===== config.mk =====
export PLATFORM = sky130hd
export DESIGN_NAME = input_format_expander
export DESIGN_NICKNAME = d
export VERILOG_FILES = /design/src/rtl/input_format_expander_pkg.sv /design/src/rtl/input_format_expander_shift_saturate.sv /design/src/rtl/input_format_expander.sv
export SDC_FILE = /design/constraint.sdc
export NUM_CORES = 1
export LEC_CHECK = 0
export CAP_MARGIN = 20
export CORE_AREA = 2 2 103 105
export DETAILED_ROUTE_END_ITERATION = 6
export DIE_AREA = 0 0 105 107
export HOLD_SLACK_MARGIN = 0.03
export PLACE_DENSITY = 0.9
export SYNTH_ARGS = -nofsm -noshare
export SYNTH_HDL_FRONTEND = slang
export SYNTH_SLANG_ARGS = --single-unit
export TNS_END_PERCENT = 10

===== constraint.sdc =====
create_clock -name clk -period 5 [get_ports clk]
set_clock_uncertainty 0.1 [all_clocks]
set_input_delay 1 -clock clk [delete_from_list [all_inputs] [get_ports clk]]
set_output_delay 1 -clock clk [all_outputs]
set_load 0.01 [all_outputs]

===== src/rtl/input_format_expander_pkg.sv =====
// Shared fixed-point constants and types for the input formatter and the
// output rounding/saturation stage.
package input_format_expander_pkg;

    localparam int IN_WIDTH_DEF    = 16;
    localparam int IN_FRAC_DEF     = 15;
    localparam int ACC_WIDTH_DEF   = 42;
    localparam int ACC_FRAC_DEF    = 32;
    localparam int SHIFT_WIDTH_DEF = 4;
    localparam int CNT_WIDTH_DEF   = 16;

    // Alignment shift between the input and accumulator fractional formats.
    localparam int FRAC_DIFF = ACC_FRAC_DEF - IN_FRAC_DEF;

    typedef struct packed {
        logic pos;
        logic neg;
    } sat_flags_t;

    // Accumulator MAX / MIN for a w-bit two's-complement word.
    // Callers size the result down to w bits.
    function automatic logic [127:0] acc_max(input int w);
        acc_max = (128'(1) << (w - 1)) - 128'(1);
    endfunction

    function automatic logic [127:0] acc_min(input int w);
        acc_min = 128'(1) << (w - 1);
    endfunction

endpackage


===== src/rtl/input_format_expander_shift_saturate.sv =====
// Combinational align-and-clip: sample <<< (base + shift), widened enough that
// no bit is lost before the range check, then clipped to the accumulator range.
module shift_saturate
    import input_format_expander_pkg::*;
#(
    parameter int IN_WIDTH    = IN_WIDTH_DEF,
    parameter int ACC_WIDTH   = ACC_WIDTH_DEF,
    parameter int SHIFT_WIDTH = SHIFT_WIDTH_DEF,
    parameter int SHIFT_BASE  = FRAC_DIFF
) (
    input  logic signed [IN_WIDTH-1:0]    sample_i,
    input  logic        [SHIFT_WIDTH-1:0] shift_i,
    output logic        [ACC_WIDTH-1:0]   value_o,
    output sat_flags_t                    flags_o
);

    // Wide enough for any alignment shift below ACC_WIDTH plus the full gain range.
    localparam int EXT_WIDTH = ACC_WIDTH + IN_WIDTH + 2**SHIFT_WIDTH;

    localparam logic [ACC_WIDTH-1:0] MAX_V = ACC_WIDTH'(acc_max(ACC_WIDTH));
    localparam logic [ACC_WIDTH-1:0] MIN_V = ACC_WIDTH'(acc_min(ACC_WIDTH));

    logic signed [EXT_WIDTH-1:0]         ext;
    logic signed [EXT_WIDTH-1:0]         shifted;
    logic        [EXT_WIDTH-ACC_WIDTH:0] upper;

    always_comb begin
        ext     = EXT_WIDTH'(sample_i);
        shifted = ext <<< (SHIFT_BASE + int'(shift_i));
        // Fits iff every bit from the result sign down to the accumulator sign agrees.
        upper   = shifted[EXT_WIDTH-1:ACC_WIDTH-1];

        flags_o.pos = !shifted[EXT_WIDTH-1] && (|upper);
        flags_o.neg =  shifted[EXT_WIDTH-1] && !(&upper);

        if (flags_o.pos) begin
            value_o = MAX_V;
        end else if (flags_o.neg) begin
            value_o = MIN_V;
        end else begin
            value_o = shifted[ACC_WIDTH-1:0];
        end
    end

endmodule


===== src/rtl/input_format_expander.sv =====
// Two-stage elastic front end: registers the raw sample, aligns/clips it, and
// keeps sticky saturation statistics counted on the output handshake.
module input_format_expander
    import input_format_expander_pkg::*;
#(
    parameter int IN_WIDTH    = IN_WIDTH_DEF,
    parameter int IN_FRAC     = IN_FRAC_DEF,
    parameter int ACC_WIDTH   = ACC_WIDTH_DEF,
    parameter int ACC_FRAC    = IN_FRAC_DEF + FRAC_DIFF,
    parameter int SHIFT_WIDTH = SHIFT_WIDTH_DEF,
    parameter int CNT_WIDTH   = CNT_WIDTH_DEF
) (
    input  logic                   clk,
    input  logic                   rst,
    input  logic [IN_WIDTH-1:0]    data_in,
    input  logic [SHIFT_WIDTH-1:0] gain_shift,
    input  logic                   valid_in,
    output logic                   ready_out,
    output logic [ACC_WIDTH-1:0]   data_out,
    output logic                   valid_out,
    input  logic                   ready_in,
    output logic                   sat_pos,
    output logic                   sat_neg,
    output logic                   sat_sticky,
    output logic [CNT_WIDTH-1:0]   sat_count,
    input  logic                   clr_stats
);

    localparam int SHIFT_BASE = ACC_FRAC - IN_FRAC;

    logic                          v1_q, v1_d;
    logic signed [IN_WIDTH-1:0]    d1_q, d1_d;
    logic        [SHIFT_WIDTH-1:0] s1_q, s1_d;

    logic                          v2_q, v2_d;
    logic        [ACC_WIDTH-1:0]   dout_q, dout_d;
    sat_flags_t                    flags_q, flags_d;

    logic                          sticky_q, sticky_d;
    logic        [CNT_WIDTH-1:0]   count_q, count_d;

    logic                          adv1, adv2, out_hs, sat_hit;
    logic        [ACC_WIDTH-1:0]   ss_value;
    sat_flags_t                    ss_flags;

    shift_saturate #(
        .IN_WIDTH    (IN_WIDTH),
        .ACC_WIDTH   (ACC_WIDTH),
        .SHIFT_WIDTH (SHIFT_WIDTH),
        .SHIFT_BASE  (SHIFT_BASE)
    ) u_shift_saturate (
        .sample_i (d1_q),
        .shift_i  (s1_q),
        .value_o  (ss_value),
        .flags_o  (ss_flags)
    );

    always_comb begin
        adv2 = !v2_q || ready_in;
        adv1 = !v1_q || adv2;

        v1_d = v1_q;
        d1_d = d1_q;
        s1_d = s1_q;
        if (adv1) begin
            v1_d = valid_in;
            if (valid_in) begin
                d1_d = $signed(data_in);
                s1_d = gain_shift;
            end
        end

        // Payload and flags only change when a real sample lands, so a
        // stalled output stays bit-stable.
        v2_d    = v2_q;
        dout_d  = dout_q;
        flags_d = flags_q;
        if (adv2) begin
            v2_d = v1_q;
            if (v1_q) begin
                dout_d  = ss_value;
                flags_d = ss_flags;
            end
        end

        out_hs   = v2_q && ready_in;
        sat_hit  = out_hs && (flags_q.pos || flags_q.neg);
        sticky_d = sticky_q;
        count_d  = count_q;
        if (clr_stats) begin
            sticky_d = 1'b0;
            count_d  = '0;
        end else if (sat_hit) begin
            sticky_d = 1'b1;
            if (count_q != {CNT_WIDTH{1'b1}}) begin
                count_d = count_q + CNT_WIDTH'(1);
            end
        end
    end

    always_ff @(posedge clk or posedge rst) begin
        if (rst) begin
            v1_q     <= 1'b0;
            d1_q     <= '0;
            s1_q     <= '0;
            v2_q     <= 1'b0;
            dout_q   <= '0;
            flags_q  <= '0;
            sticky_q <= 1'b0;
            count_q  <= '0;
        end else begin
            v1_q     <= v1_d;
            d1_q     <= d1_d;
            s1_q     <= s1_d;
            v2_q     <= v2_d;
            dout_q   <= dout_d;
            flags_q  <= flags_d;
            sticky_q <= sticky_d;
            count_q  <= count_d;
        end
    end

    assign ready_out  = adv1;
    assign valid_out  = v2_q;
    assign data_out   = dout_q;
    assign sat_pos    = flags_q.pos;
    assign sat_neg    = flags_q.neg;
    assign sat_sticky = sticky_q;
    assign sat_count  = count_q;

endmodule


==> results <==
## report_power, final
group | total [uW] | internal [uW] | switching, uW
sequential | 926 | 805 | 122
combinational | 1520 | 654 | 865
clock | 475 | 188 | 287
## final timing paths
path | end | depth (start not counted) | slack (ns) | from
worst max register to register | data_out[35] | 11 | 0.39 | s1_q[1]
min in group asynchronous | data_out[14] | 2 | 0.71 | rst
worst max-delay path | data_out[35] | 11 | 0.39 | s1_q[1]
max in group asynchronous | d1_q[13] | 3 | 3.58 | rst
worst min register to register | data_out[41] | 2 | 0.40 | data_out[41]
worst min-delay path | data_out[41] | 2 | 0.40 | data_out[41]
## cell families (layout without fill, tap and decap cells)
kind of cell    after synthesis  count (layout)
xor+xnor                     16              16
fa+ha+maj                     2               2
simple gates                198             198
compound gates              177             177
flops                        83              83
buf+inv                      56             131
mux                          75              75
## registers in the layout, indices dropped and copies added (netlist names)
signal / cells
data_out: 42
d1_q: 16
sat_count: 16
s1_q: 4
sat_neg: 1
sat_pos: 1
sat_sticky: 1
v1_q: 1
valid_out: 1
## cell usage after synthesis, types with 3 or more instances
| library cell | count | area share (%) |
|---|---|---|
| a211oi_1 | 9 | 1.2 |
| a21oi_1 | 49 | 4.5 |
| a221oi_1 | 3 | 0.48 |
| a22oi_1 | 9 | 1.2 |
| a31oi_1 | 14 | 1.6 |
| a32oi_1 | 6 | 0.96 |
| and3_1 | 3 | 0.34 |
| and4_1 | 5 | 0.80 |
| buf_1 | 4 | 0.28 |
| buf_2 | 12 | 1.1 |
| clkbuf_1 | 29 | 2.0 |
| dfrtp_1 | 83 | 38 |
| inv_1 | 7 | 0.48 |
| mux2_2 | 33 | 6.8 |
| mux2i_1 | 34 | 6.2 |
| mux4_2 | 8 | 3.3 |
| nand2_1 | 33 | 2.3 |
| nand2b_1 | 4 | 0.46 |
| nand3_1 | 20 | 1.8 |
| nand3b_1 | 6 | 0.83 |
| nand4_1 | 8 | 0.92 |
| nor2_1 | 81 | 5.6 |
| nor2b_1 | 3 | 0.34 |
| nor3_1 | 18 | 1.7 |
| o211ai_1 | 5 | 0.69 |
| o21ai_0 | 39 | 3.6 |
| o22ai_1 | 9 | 1.0 |
| o31ai_1 | 8 | 1.1 |
| or3_1 | 9 | 1.0 |
| xnor2_1 | 4 | 0.64 |
| xor2_1 | 11 | 1.8 |
## final cells by class
cell class | instances | area [sq um]
tap | 136 | 170
inverter | 7 | 27.5
fill | 867 | 3440
sequential | 83 | 2080
timing repair buffer | 108 | 1060
clock buffer | 9 | 124
clock inverter | 7 | 58.8
multi-input combinational | 468 | 3130
## layer usage
layer	share of wire, %	wire length, microns
met1	41	7410
met2	48	8610
met3	8.5	1540
met4	2.7	496
met5	0	0
## worst max-delay path: cells and delay by family, from the launching register on
family,cells,cell delay (ns)
and+or+nand+nor,2,0.72
DFF,1,0.52
buffers and inverters,2,0.57
adders and majority gates,1,0.76
AOI/OAI and AO/OA,3,0.89
muxes,3,0.88
## per-stage QoR
step,setup WS [ns],power [uW],utilization [%],hold slack (ns)
floorplan,1.36,1800,-,0.371
global placement,0.603,2380,63.8,0.360
detailed placement,0.503,2400,63.8,0.375
CTS,0.514,2880,65.6,0.396
global route,0.133,3060,65.9,0.431
finish,0.392,2920,65.9,0.399
==> key figures <==
Detailed routing
  – Final WL: 18100 microns
  – Vias: 5358
  – Pre-antenna DRT Iters: 5
  – Final antenna-violating net count: 0
  – Via/cell ratio: 6.55
  – Wire per inst: 22.1 microns
  – Detailed Route Iter0 Violations: 571
  – Residual DRC: 0

Worst setup path
  – Worst path slowest cell: ha_1
  – Critical path type: flop to flop
  – Data arrival, critical path: 4.73 ns
  – Worst Path Max Fanout: 29
  – Most used cell, CP: mux2i_1
  – Critical path data required time: 5.12 ns
  – CP startpoint kind: flop
  – Largest stage delay, worst path: 0.76 ns
  – CP cell instances: ha_1, buf_4, mux2_2, mux2i_1, mux2i_1, a32oi_1, nand4_1, or4_1, o211ai_2, buf_12, o32ai_1
  – CP Capture Type: flop

Synth
  – Synth Area in XOR/XNOR: 2.71%
  – Synth Instances: 607
  – Synth Warn #: 0
  – Syn avg cell area: 8.98 sq um
  – Yosys cell types: 59
  – EDFF count, synth: 0
  – Combinational family with the most area after synthesis: compound AO/OA/AOI/OAI gates
  – Adder-cell share of the synthesized area: 0.459%
  – Sequential fraction of the synthesis area: 38.1%
  – Mux share of post-synthesis cell area: 16.4%
  – Post-synthesis compound-gate area fraction: 20.7%
  – Flops & latches, synth: 83
  – Ys flop type: dfrtp_1
  – FFs w/ async S/R, synth: 100%
  – Synth Net Count: 634
  – Post-Synth Simple-Gate Area: 17.1%
  – Cell Area, Synth: 5450 sq um

Layout
  – Commonest non-fill, non-tap cell in the layout: clkdlybuf4s50_1
  – Nets@finish: 704
  – Finished Layout Cells: 818
  – Layout cells sized above 1: 12.6%
  – Most frequent cells in the layout: clkdlybuf4s50_1 (87), dfrtp_1 (83), nor2_1 (81)
  – Fin area: 6650 sq um
  – Area Growth Syn to Fin: 22.0%
  – N_diodes: 0

Clock tree
  – Clk sinks: 83
  – Post-CTS Hold Fix Bufs: 0
  – Root buffer cell: clkbuf_8
  – CTS HTree Levels: 3
  – CTS tree: built
  – Total CTS buffers: 9
  – CTS Buffer Depth: 2
  – Post-CTS Setup Bufs: 0
  – Clock transition at path regs: 0.09 ns
  – Worst-Skew Late Latency: 0.38 ns
  – Resized Gates After CTS: 0

Global route
  – First-pass GRT wire length: 28300 microns
  – Largest net degree at the start of global routing: 60
  – Initial antenna violation count: 0
  – GR Util met3: 7.05%
  – M2 GR Usage: 52.7%
  – Number of global-route vias before repair: 5232
  – Busiest grt layer: met2
  – Met1 usage: 43.3%
  – Global route overflow: 0
  – GRT Overall Usage: 32.7%

Floorplan
  – # IOs: 88
  – Initial Util: 54.0%
  – Die width: 105 microns
  – Die Height: 107 microns
  – Total die area: 11200 sq um
  – Core Region: 10100 sq um
  – Rows: 37

Timing
  – Slew margin rel.: 36.7%
  – RSZ-0062 raised after global routing: no
  – TNS Setup: 0 ns
  – FMAX: 217 MHz
  – Setup violations, final: 0
  – Minimum clock period: 4.61 ns
  – Final Slew Violations: 0
  – Measured slew at the worst slew-check pin: 0.926 ns
  – Final Cycle Share: 92.2%
  – Final Hold Vio Count: 0

Power and ir drop
  – Pwr dens: 439 nW/um^2
  – Leak pwr: 0.00266 uW
  – Maximum vdd drop: 0.307 mV

Flow run
  – Max Cap Viol: 0

Placed design
  – Area after DPL: 6440 sq um
  – DP HPWL: 13100 microns
  – Port Buffer Count: 87
  – DP Cell Count: 801
  – Routability cong.: 1.03

Min path
  – Hold Crit Class: flop to flop

Status
  – Status: finished clean
No activity file was read; power rests on OpenSTA's default activity.
